===== config.mk =====
export PLATFORM = sky130hd
export DESIGN_NAME = buck_phase_driver
export DESIGN_NICKNAME = d
export VERILOG_FILES = /design/src/rtl/buck_phase_driver_pkg.sv /design/src/rtl/buck_phase_driver_sync2.sv /design/src/rtl/buck_phase_driver.sv
export SDC_FILE = /design/constraint.sdc
export NUM_CORES = 1
export LEC_CHECK = 0
export BUFFER_PORTS_ARGS = -buffer_cell sky130_fd_sc_hd__buf_2
export CAP_MARGIN = 20
export CELL_PAD_IN_SITES_DETAIL_PLACEMENT = 2
export CELL_PAD_IN_SITES_GLOBAL_PLACEMENT = 2
export CORE_UTILIZATION = 30
export CTS_BUF_LIST = sky130_fd_sc_hd__clkbuf_4 sky130_fd_sc_hd__clkbuf_8 sky130_fd_sc_hd__clkbuf_16
export DETAILED_ROUTE_END_ITERATION = 10
export PLACE_DENSITY = 0.76
export SYNTH_ARGS = -nofsm -noshare
export SYNTH_HDL_FRONTEND = slang
export SYNTH_SLANG_ARGS = --single-unit

===== constraint.sdc =====
create_clock -name clk -period 2 [get_ports clk]
set_input_delay 0.5 -clock clk [delete_from_list [all_inputs] [get_ports clk]]
set_output_delay 0.5 -clock clk [all_outputs]
set_load 0.02 [all_outputs]

===== src/rtl/buck_phase_driver_pkg.sv =====
// Shared definitions for the buck converter phase driver.
//
// Holds the phase encoding used by the switch-timing FSM and the default
// timing parameters (all in clock cycles). The phase values are visible
// on the driver's 'phase' output, so they must stay fixed.
package buck_converter_async_params;

   typedef enum logic [2:0] {
      IDLE  = 3'd0,  // both switches off, waiting for a charge request
      DT_HS = 3'd1,  // dead time before high-side turn-on
      HS_ON = 3'd2,  // high-side on, inductor energising
      DT_LS = 3'd3,  // dead time before low-side turn-on
      LS_ON = 3'd4   // low-side on, freewheeling
   } phase_t;

   localparam int DEAD_TIME = 4;    // both-off gap between gate transitions
   localparam int MIN_ON    = 8;    // minimum high-side on-time
   localparam int MAX_ON    = 200;  // high-side on-time limit
   localparam int OC_BLANK  = 3;    // OC ignored for this long after HS turn-on
   localparam int CNT_W     = 8;    // timer width

endpackage


===== src/rtl/buck_phase_driver_sync2.sv =====
// Two-flop synchroniser for a single asynchronous level.
//
// Ports:
//   clk   - destination clock
//   reset - synchronous active-high reset, clears both flops to 0
//   d     - asynchronous input level
//   q     - synchronised level, two clock edges behind d
module sync2 (
   input  logic clk,
   input  logic reset,
   input  logic d,
   output logic q
);

   logic meta;

   always_ff @(posedge clk) begin
      if (reset) begin
         meta <= 1'b0;
         q    <= 1'b0;
      end else begin
         meta <= d;
         q    <= meta;
      end
   end

endmodule


===== src/rtl/buck_phase_driver.sv =====
// Buck converter phase driver: turns the controller's charge request and
// the over-current / zero-crossing comparator levels into non-overlapping
// high-side and low-side gate commands, with dead time, minimum and maximum
// on-time, OC blanking and DCM low-side cut-off.
//
// Ports:
//   clk, reset - block clock and synchronous active-high reset
//   enable     - synchronous driver enable; 0 forces both switches off
//   pwm_req    - async charge request (1 = energise inductor)
//   oc         - async over-current comparator
//   zc         - async zero-crossing comparator (inductor current <= 0)
//   hs_on      - registered high-side gate command
//   ls_on      - registered low-side gate command
//   oc_evt     - one-cycle pulse when OC ends a high-side pulse
//   maxon_evt  - one-cycle pulse when MAX_ON ends a high-side pulse
//   phase      - current FSM state (see phase_t)
module buck_phase_driver
   import buck_converter_async_params::*;
#(
   parameter int P_DEAD_TIME = DEAD_TIME,
   parameter int P_MIN_ON    = MIN_ON,
   parameter int P_MAX_ON    = MAX_ON,
   parameter int P_OC_BLANK  = OC_BLANK,
   parameter int P_CNT_W     = CNT_W
) (
   input  logic       clk,
   input  logic       reset,
   input  logic       enable,
   input  logic       pwm_req,
   input  logic       oc,
   input  logic       zc,
   output logic       hs_on,
   output logic       ls_on,
   output logic       oc_evt,
   output logic       maxon_evt,
   output logic [2:0] phase
);

   localparam logic [P_CNT_W-1:0] DT_LOAD   = P_CNT_W'(P_DEAD_TIME - 1);
   localparam logic [P_CNT_W-1:0] MIN_LAST  = P_CNT_W'(P_MIN_ON - 1);
   localparam logic [P_CNT_W-1:0] MAX_LAST  = P_CNT_W'(P_MAX_ON - 1);
   localparam logic [P_CNT_W-1:0] BLANK_END = P_CNT_W'(P_OC_BLANK);
   localparam logic [P_CNT_W-1:0] CNT_SAT   = {P_CNT_W{1'b1}};

   logic req_s, oc_s, zc_s;

   sync2 u_sync_req (.clk(clk), .reset(reset), .d(pwm_req), .q(req_s));
   sync2 u_sync_oc  (.clk(clk), .reset(reset), .d(oc),      .q(oc_s));
   sync2 u_sync_zc  (.clk(clk), .reset(reset), .d(zc),      .q(zc_s));

   phase_t             state, state_n;
   logic [P_CNT_W-1:0] timer, timer_n;    // dead-time countdown
   logic [P_CNT_W-1:0] on_cnt, on_cnt_n;  // cycles spent in HS_ON
   logic               oc_evt_n, maxon_evt_n;

   always_comb begin
      state_n     = state;
      timer_n     = timer;
      on_cnt_n    = on_cnt;
      oc_evt_n    = 1'b0;
      maxon_evt_n = 1'b0;

      if (!enable) begin
         state_n  = IDLE;
         timer_n  = '0;
         on_cnt_n = '0;
      end else begin
         case (state)
            IDLE: begin
               if (req_s) begin
                  state_n = DT_HS;
                  timer_n = DT_LOAD;
               end
            end
            DT_HS: begin
               if (timer == '0) begin
                  state_n  = HS_ON;
                  on_cnt_n = '0;
               end else begin
                  timer_n = timer - 1'b1;
               end
            end
            HS_ON: begin
               // Exit priority: OC, then MAX_ON, then request release.
               if (oc_s && (on_cnt >= BLANK_END)) begin
                  state_n  = DT_LS;
                  timer_n  = DT_LOAD;
                  oc_evt_n = 1'b1;
               end else if (on_cnt == MAX_LAST) begin
                  state_n     = DT_LS;
                  timer_n     = DT_LOAD;
                  maxon_evt_n = 1'b1;
               end else if (!req_s && (on_cnt >= MIN_LAST)) begin
                  state_n = DT_LS;
                  timer_n = DT_LOAD;
               end else if (on_cnt != CNT_SAT) begin
                  on_cnt_n = on_cnt + 1'b1;
               end
            end
            DT_LS: begin
               // The request is ignored here: a started pulse always
               // completes its low-side dead time.
               if (timer == '0) begin
                  state_n = LS_ON;
               end else begin
                  timer_n = timer - 1'b1;
               end
            end
            LS_ON: begin
               // A new request wins over ZC; OC blocks re-energising.
               if (req_s && !oc_s) begin
                  state_n = DT_HS;
                  timer_n = DT_LOAD;
               end else if (zc_s) begin
                  state_n = IDLE;
               end
            end
            default: begin
               state_n  = IDLE;
               timer_n  = '0;
               on_cnt_n = '0;
            end
         endcase
      end
   end

   // Gate commands are registered from the next state so they switch on the
   // same edge as the state register and carry no decode glitches.
   always_ff @(posedge clk) begin
      if (reset) begin
         state     <= IDLE;
         timer     <= '0;
         on_cnt    <= '0;
         hs_on     <= 1'b0;
         ls_on     <= 1'b0;
         oc_evt    <= 1'b0;
         maxon_evt <= 1'b0;
      end else begin
         state     <= state_n;
         timer     <= timer_n;
         on_cnt    <= on_cnt_n;
         hs_on     <= (state_n == HS_ON);
         ls_on     <= (state_n == LS_ON);
         oc_evt    <= oc_evt_n;
         maxon_evt <= maxon_evt_n;
      end
   end

   assign phase = state;

endmodule


; Yosys cells after proc, flatten, opt, wreduce, memory -nomap -nowiden
; Cells that the tools add are included.
[word_totals]
register_bits = 29
input_bits = 6
word_cells = 76
[op_classes]
add_sub_neg = 2
magnitude_cmp = 2
eq_ne = 17
muxes = 25
n_bitwise = 3
reduce_logical = 14
[ops]
columns = operator, n
row1 = 2-to-1 mux 8 bit, 11
row2 = one-hot mux 8 bit (4 select lines), 1
row3 = 2-to-1 mux 3 bit, 9
row4 = one-hot mux 8 bit (3 select lines), 1
row5 = one-hot mux 3 bit (5 select lines), 1
row6 = "!= test 2 bit, second input constant", 7
row7 = "equality test 3 x 2 -> 1 bit, second input constant", 3
row8 = "adder 8 x 1 -> 8 bit, second input constant", 1
row9 = "equality test 8 bit, second input constant", 1
row10 = ">= comparator 8 x 2 -> 1 bit, second input constant", 1
row11 = ">= comparator 8 x 3 -> 1 bit, second input constant", 1
row12 = logical NOT 8 bit, 1
row13 = "!= test 8 bit, second input constant", 1
row14 = "subtractor 8 x 1 -> 8 bit, second input constant", 1
row15 = "equality test 3 bit, second input constant", 2
row16 = AND reduction 6 bit, 1
row17 = OR reduction 3 bit, 2
row18 = "!= test 4 bit, second input constant", 1
row19 = AND reduction 4 bit, 1
row20 = OR reduction 2 bit, 2
row21 = OR reduction 4 bit, 1
row22 = "equality test 3 x 1 -> 1 bit, second input constant", 1
row23 = logical AND 1 bit, 3
row24 = logical NOT 3 bit, 1
row25 = other kinds (4), 8

; Depth between registers and ports, before layout
; Gate-level depths: netlist of run 1.
[depth]
depth_word = 8
mapped_depth = 8

; By module
; From an unflattened synthesis of run 1, not the netlist that was laid out.
[unflattened]
cells_unflattened = 176
hier_area_um2 = 1465.2
[by_module_without_submodules]
columns = mod, instances, cells_each, area_per_inst_um2, seq_area_each_um2
row1 = buck_phase_driver, 1, 164, 1307.5, 460.4
row2 = sync2, 3, 4, 52.6, 40.0

; Worst setup path before layout of run 1
; OpenSTA, ideal clock, no wires.
[synth_path]
path_kind = reg2reg
from = reg on_cnt[3]
to = reg on_cnt[7]
setup_time_ns = 0.072
t_arrival_ns = 2.022
t_required_ns = 1.928
slack_ns = -0.094
stages_incl_launch_ff = 8
period_less_slack_ns = 2.094
path_cell_list = dfxtp_1 > buf_6 > or4_4 > o41ai_4 > o211a_4 > o211ai_4 > or3_1 > a21oi_1
[synth_via]
elab_chain_cells = 6
[synth_rtl]
columns = item, line
row1 = from (decl), buck_phase_driver.sv:53  ; logic [P_CNT_W-1:0] on_cnt, on_cnt_n;
row2 = from (signal assigned), buck_phase_driver.sv:141  ; on_cnt <= on_cnt_n;
row3 = adder 8 x 1 -> 8 bit, buck_phase_driver.sv:97  ; on_cnt_n = on_cnt + 1'b1;
row4 = 2-to-1 mux 8 bit, buck_phase_driver.sv:96  ; end else if (on_cnt != CNT_SAT) begin
row5 = 2-to-1 mux 8 bit, buck_phase_driver.sv:93  ; end else if (!req_s && (on_cnt >= MIN_LAST)) begin
row6 = 2-to-1 mux 8 bit, buck_phase_driver.sv:89  ; end else if (on_cnt == MAX_LAST) begin
row7 = 2-to-1 mux 8 bit, buck_phase_driver.sv:85  ; if (oc_s && (on_cnt >= BLANK_END)) begin
row8 = one-hot mux 8 bit (3 select lines), buck_phase_driver.sv:68  ; case (state)
; Several ways; a longest one is shown, not always the timed one. The select of a mux whose other input is x is not followed.
; A chain may end at the register's enable or synchronous reset.

; Worst setup path in the final report of run 1
[layout_path]
from = reg on_cnt[3]
to = reg on_cnt[6]
; The elaborated chain is that of the path after synthesis.

==> results of run 1 <==
-- cell type report --
| type | instances | area share [%] |
|---|---|---|
| tap | 67 | 4.33 |
| clock inverter | 1 | 0.258 |
| inverter | 5 | 0.968 |
| sequential | 29 | 30.1 |
| clock buffer | 7 | 4.97 |
| timing repair buffer | 36 | 12.6 |
| multi-input combinational | 130 | 46.8 |
-- placed cells by master (no fill, tap or decap), types with 2 or more instances in the layout --
cell type / synthesis / routed
dfxtp_1: 29 / 27
buf_4: 0 / 23
nor2_1: 17 / 17
nand2_1: 15 / 15
buf_2: 1 / 12
nor2b_1: 10 / 10
o21ai_0: 9 / 8
clkbuf_8: 0 / 7
nor3_1: 6 / 6
a21oi_1: 7 / 6
a31oi_1: 6 / 6
inv_1: 5 / 5
or3_1: 4 / 4
or2_2: 3 / 3
and2_1: 4 / 3
nand3_1: 3 / 3
nand2b_1: 3 / 3
nand3b_1: 3 / 3
o31ai_1: 3 / 3
nor4b_2: 0 / 2
o21ai_1: 2 / 2
a21oi_2: 1 / 2
xnor2_1: 2 / 2
o211ai_1: 2 / 2
ha_1: 3 / 2
dfxtp_2: 0 / 2
-- per-layer routing --
metal	up-vias	part of all wire, %	global-route usage (%)
met1	773	43	28.1
met5	-	0	0
li1	687	-	-
met2	49	50	39.0
met3	16	3.4	4.44
met4	0	3.8	9.37
-- per-stage QoR --
step	setup WS [ns]	cell area [um2]	power [mW]	hold WS, ns	utilization [%]
3_5_place_dp	-0.174	1750	0.703	0.429	36.7
6_report	-0.180	1940	1.25	0.430	40.8
4_1_cts	-0.0971	1880	1.24	0.429	39.6
5_1_grt	-0.178	1940	1.29	0.425	40.8
3_3_place_gp	0.0246	1750	0.697	0.420	36.7
2_1_floorplan	-0.0799	1480	0.657	0.414	-
-- cell families (layout without fill, tap and decap cells) --
family / Yosys count / after routing / synth area share (%)
adder cells (fa/ha/maj): 3 / 3 / 2.53
AO/OA/AOI/OAI: 48 / 48 / 25.0
flip-flops: 29 / 29 / 39.1
XOR/XNOR: 4 / 4 / 2.36
multiplexers: 1 / 1 / 0.675
buffers and inverters: 15 / 49 / 4.38
AND/OR/NAND/NOR: 74 / 74 / 26.0
-- power breakdown --
group / internal, mW / leakage (nW) / switching [mW] / total (mW)
sequential: 0.586 / 0.236 / 0.00875 / 0.595
combinational: 0.0449 / 0.473 / 0.0613 / 0.106
clock: 0.311 / 0.0542 / 0.242 / 0.553
-- critical path, cell delays in order, from the launching register on --
cell      delay, ns
dfxtp_2        0.33
or4_4          0.58
o41ai_4        0.29
o211a_4        0.26
buf_4          0.13
o211ai_1       0.13
xnor2_1        0.18
and2_1         0.18
-- flip-flops by register name (all words and copies together), names as in the netlist --
signal and cells:
on_cnt 8, u_sync_req.meta 1, timer 8, phase 3, hs_on 1, u_sync_zc.q 1, u_sync_oc.meta 1, oc_evt 1
maxon_evt 1, u_sync_zc.meta 1, u_sync_req.q 1, u_sync_oc.q 1, ls_on 1
-- repair_timing --
item | 4_1_cts | 5_1_grt
setup buffers | 1 | 1
gates cloned | 0 | 0
pin swaps | 2 | 5
resized for setup | 6 | 13
endpoints found under the setup margin | 7 | 12
-- worst max-delay path by stage --
stage                                      start                endpoint  slack (ns)  cells past startpoint
after detailed placement  on_cnt[3]$_SDFFE_PP0P_  on_cnt[2]$_SDFFE_PP0P_       -0.17                      6
after floorplan           on_cnt[3]$_SDFFE_PP0P_  on_cnt[7]$_SDFFE_PP0P_       -0.08                      7
after CTS                 on_cnt[3]$_SDFFE_PP0P_  on_cnt[7]$_SDFFE_PP0P_        -0.1                      6
after global routing      on_cnt[3]$_SDFFE_PP0P_  on_cnt[6]$_SDFFE_PP0P_       -0.18                      7
after global placement    on_cnt[3]$_SDFFE_PP0P_  on_cnt[7]$_SDFFE_PP0P_        0.02                      6
final                     on_cnt[3]$_SDFFE_PP0P_  on_cnt[6]$_SDFFE_PP0P_       -0.18                      7
==> results.cfg, run 1 <==
[setup_path]
r2r-end = on_cnt[6]$_SDFFE_PP0P_
rr_startpoint = on_cnt[3]$_SDFFE_PP0P_
rr_worst_depth = 7
critPathKind = reg -> reg
crit_path_end_kind = flip-flop
worstPathArrival_ns = 2.37
critPathMaxFanout = 4
start_kind = flip-flop
timing.reg2reg.setup_slack_ns = -0.18
cp_data_required_time_ns = 2.19

[clocking]
clockBufferDepth = 2
ctsRootBufferMaster = clkbuf_8
clk_pin_slew_ns = 0.08
clk_latency_ns = 0.29
cts_sinks = 29
numCtsBuffers = 5
cts_hold_buf = 0
cts_tree = built
cts_max_level = 2

[placement]
dp.cells = 265
gp_congestion = 0.896
dp_hpwl_um = 3650
io_buffers = 12

[drt]
drt-total-wl_um = 5810
drc = 0
dr.first_iter.drc_count = 52
wl_per_cell_um = 21.1
dr.pass1.iters = 4
routed_via_density = 5.55
via_count = 1525
drtAntennaViolNets = 0

[power]
ir_drop_mv = 0.226
power.static_leakage_nw = 0.763
p_per_area_mw_per_mm2 = 647

[final_layout]
regArea_um2 = 583
multi_input_area_um2 = 907
nets = 216
syn_to_final_growth_pct = 30.6
diodes = 0
fillCellCount = 540
finalNonFillerCells = 275
final_layout_size_suffix_gt1_share_pct = 33.2

[floorplanning]
fp.dieW_um = 72.3
start_util_pct = 31.2
ios = 13
core.rowCount = 25
core-area_mm2 = 0.00475
die_y_um = 72.3
dieArea_mm2 = 0.00523

[grt]
overflow = 0
grtUsageTotal_pct = 22.9
grt_pass1_wl_um = 8780
grt_max_degree = 14
antenna_found_initial = 0
grt_pass1_vias = 1626

[synth]
syn_inst = 174
synth_top_area_cell = dfxtp_1
avgSynthCellArea_um2 = 8.53
ys_async_sr_fraction_pct = 0
yosysWarnings = 0
syn_area_mm2 = 0.00148
synth_seq_cells = 29
synth_edf_count = 0
synthFlopType = dfxtp_1
synth_nets = 183
post-synth-top-area-fraction_pct = 39.1
synthDistinctLibCells = 45
synth.most_common_cell = dfxtp_1
synthTopCellsByCount = 29 x dfxtp_1, 17 x nor2_1, 15 x nand2_1
synth_seq_area_share_pct = 39.1
ys_top_cells_by_area = dfxtp_1 39%, nor2_1 4.3%, nor2b_1 4.2%

[timing]
timing.setup.tns_ns = -0.703
skew_ns = 0.0168
fmax_mhz = 459
post-route-period-util_pct = 109
tightest_slew_ns = 0.492
rsz0062_at_grt = yes
setup_slack_ns = -0.180
drv_slew = 0
setup_viol_count_final = 8
max_slew_margin_pct = 67.2
fin_crit_ns = 2.18
hold_viol_final = 0

[outcome]
outcome = complete, but fails checks
violations = negative setup slack

[worst_hold_path]
min_to = u_sync_oc.meta$_SDFF_PP0_
hp-start = oc
holdCritPathClass = in -> reg
timing.hold.worst_path_depth = 2

[flow_run]
cap_violations = 0
No activity file was read; power rests on OpenSTA's default activity.
==> inputs of run 2 (changes only) <==
CORE_UTILIZATION = 32   (was 30)
PLACE_DENSITY = 0.8   (was 0.76)
==> run 2 against run 1 <==
The run still ends with negative setup slack left. Die area shrank 6.1%. Wire length shrank 21%. Maximum frequency grew 5.4%. Worst hold slack lost 0.0053 ns. Sequential power is essentially flat. Largest power group unchanged.
==> results.cfg, run 2 (synthesis results as in run 1) <==
[outcome]
outcome = complete, but fails checks
violations = negative setup slack

[final_layout]
finalNonFillerCells = 259
final_cell_mix = 28 x dfxtp_1, 22 x buf_4, 17 x nor2_1
final_util_pct = 42.5
nets = 215
mostFrequentLayoutCell = dfxtp_1
diodes = 0
fin_area_mm2 = 0.00188
fillCellCount = 508
syn_to_final_growth_pct = 26.6
final_layout_size_suffix_gt1_share_pct = 29.5

[timing]
post-route-period-util_pct = 103
drv_slew = 0
setup_viol_count_final = 4
timing.setup.tns_ns = -0.175
fin_crit_ns = 2.07
tightest_slew_ns = 0.421
fmax_mhz = 483
hold_viol_final = 0
rsz0062_at_grt = yes
setup_slack_ns = -0.0690
skew_ns = 0.00227
fin_hold_ws_ns = 0.425
max_slew_margin_pct = 71.9

[placement]
placed_cell_area_mm2 = 0.00171
gp_congestion = 0.779
dp.cells = 248
dp_hpwl_um = 3510
place_ws_ns = -0.0825
io_buffers = 12

[floorplanning]
die_y_um = 70.1
core.rowCount = 24
fp.dieW_um = 70.1
dieArea_mm2 = 0.00491
ios = 13
core-area_mm2 = 0.00441
start_util_pct = 33.6

[drt]
drtAntennaViolNets = 0
via_count = 1406
drt-total-wl_um = 4610
dr.pass1.iters = 4
wl_per_cell_um = 17.8
routed_via_density = 5.43
drc = 0
dr.first_iter.drc_count = 66

[power]
total_power_mw = 1.23
power.static_leakage_nw = 0.754
p_per_area_mw_per_mm2 = 654
ir_drop_mv = 0.343

[clocking]
clk_latency_ns = 0.28
clockBufferDepth = 2
cts_hold_buf = 0
clk_pin_slew_ns = 0.06
ctsRootBufferMaster = clkbuf_8
cts_max_level = 2
cts_sinks = 29
numCtsBuffers = 5
cts_tree = built

[setup_path]
r2r-end = on_cnt[7]$_SDFFE_PP0P_
crit_end = on_cnt[7]$_SDFFE_PP0P_
start_kind = flip-flop
crit_path_end_kind = flip-flop
critPathKind = reg -> reg
worstPathArrival_ns = 2.28
cp_data_required_time_ns = 2.21
rr_startpoint = on_cnt[3]$_SDFFE_PP0P_
rr_worst_depth = 6
crit_path_start = on_cnt[3]$_SDFFE_PP0P_
critPathMaxFanout = 4
timing.reg2reg.setup_slack_ns = -0.07

[grt]
grt_pass1_wl_um = 7780
grt_max_degree = 14
antenna_found_initial = 0
grt_pass1_vias = 1564
grtUsageTotal_pct = 20.6
overflow = 0

[worst_hold_path]
holdCritPathClass = in -> reg
timing.hold.worst_path_depth = 2

[flow_run]
cap_violations = 0
==> run 2: changes by cell type in the layout (fill, tap and decap cells not counted), sizes merged <==
cell | before | now
buf | 36 | 35
==> run 2: worst max-delay path, stage by stage (launching register included) <==
cell      delay (ns)
dfxtp_2         0.32
or4_4           0.58
o41ai_4         0.27
o211a_4         0.26
o211ai_4        0.08
or3_1           0.35
a21oi_1         0.14
==> run 2: cell type report <==
class	instances	area, um2	share of cell area (%)
multi-input combinational	130	875	46.6
sequential	29	582	31.0
timing repair buffer	35	236	12.6
clock buffer	7	96.3	5.13
tap	52	65.1	3.46
inverter	5	18.8	0.999
clock inverter	1	5.00	0.266
==> run 2: worst min-delay path by stage <==
stage,startpoint,end
6_report,zc,u_sync_zc.meta$_SDFF_PP0_
3_3_place_gp,u_sync_oc.meta$_SDFF_PP0_,u_sync_oc.q$_SDFF_PP0_
5_1_grt,zc,u_sync_zc.meta$_SDFF_PP0_
2_1_floorplan,u_sync_oc.meta$_SDFF_PP0_,u_sync_oc.q$_SDFF_PP0_
4_1_cts,zc,u_sync_zc.meta$_SDFF_PP0_
3_5_place_dp,u_sync_req.meta$_SDFF_PP0_,u_sync_req.q$_SDFF_PP0_
==> run 2: per-layer routing <==
metal | part of all wire [%] | track usage, % | vias to the layer above
li1 | - | - | 685
met1 | 42 | 23.2 | 696
met2 | 55 | 37.8 | 20
met3 | 2.5 | 4.18 | 5
met4 | 1.2 | 7.78 | 0
met5 | 0 | 0 | -
==> run 2: what timing repair did <==
item | CTS | global route
pin swaps | 0 | 7
setup endpoints to repair | 7 | 12
resized for setup | 2 | 7
setup buffers | 1 | 2
==> run 2: where the power goes <==
group	total [mW]	switching [mW]	internal (mW)
Clock	0.540	0.229	0.311
Sequential	0.594	0.00779	0.586
Combinational	0.0943	0.0525	0.0419
Total	1.23	0.289	0.939
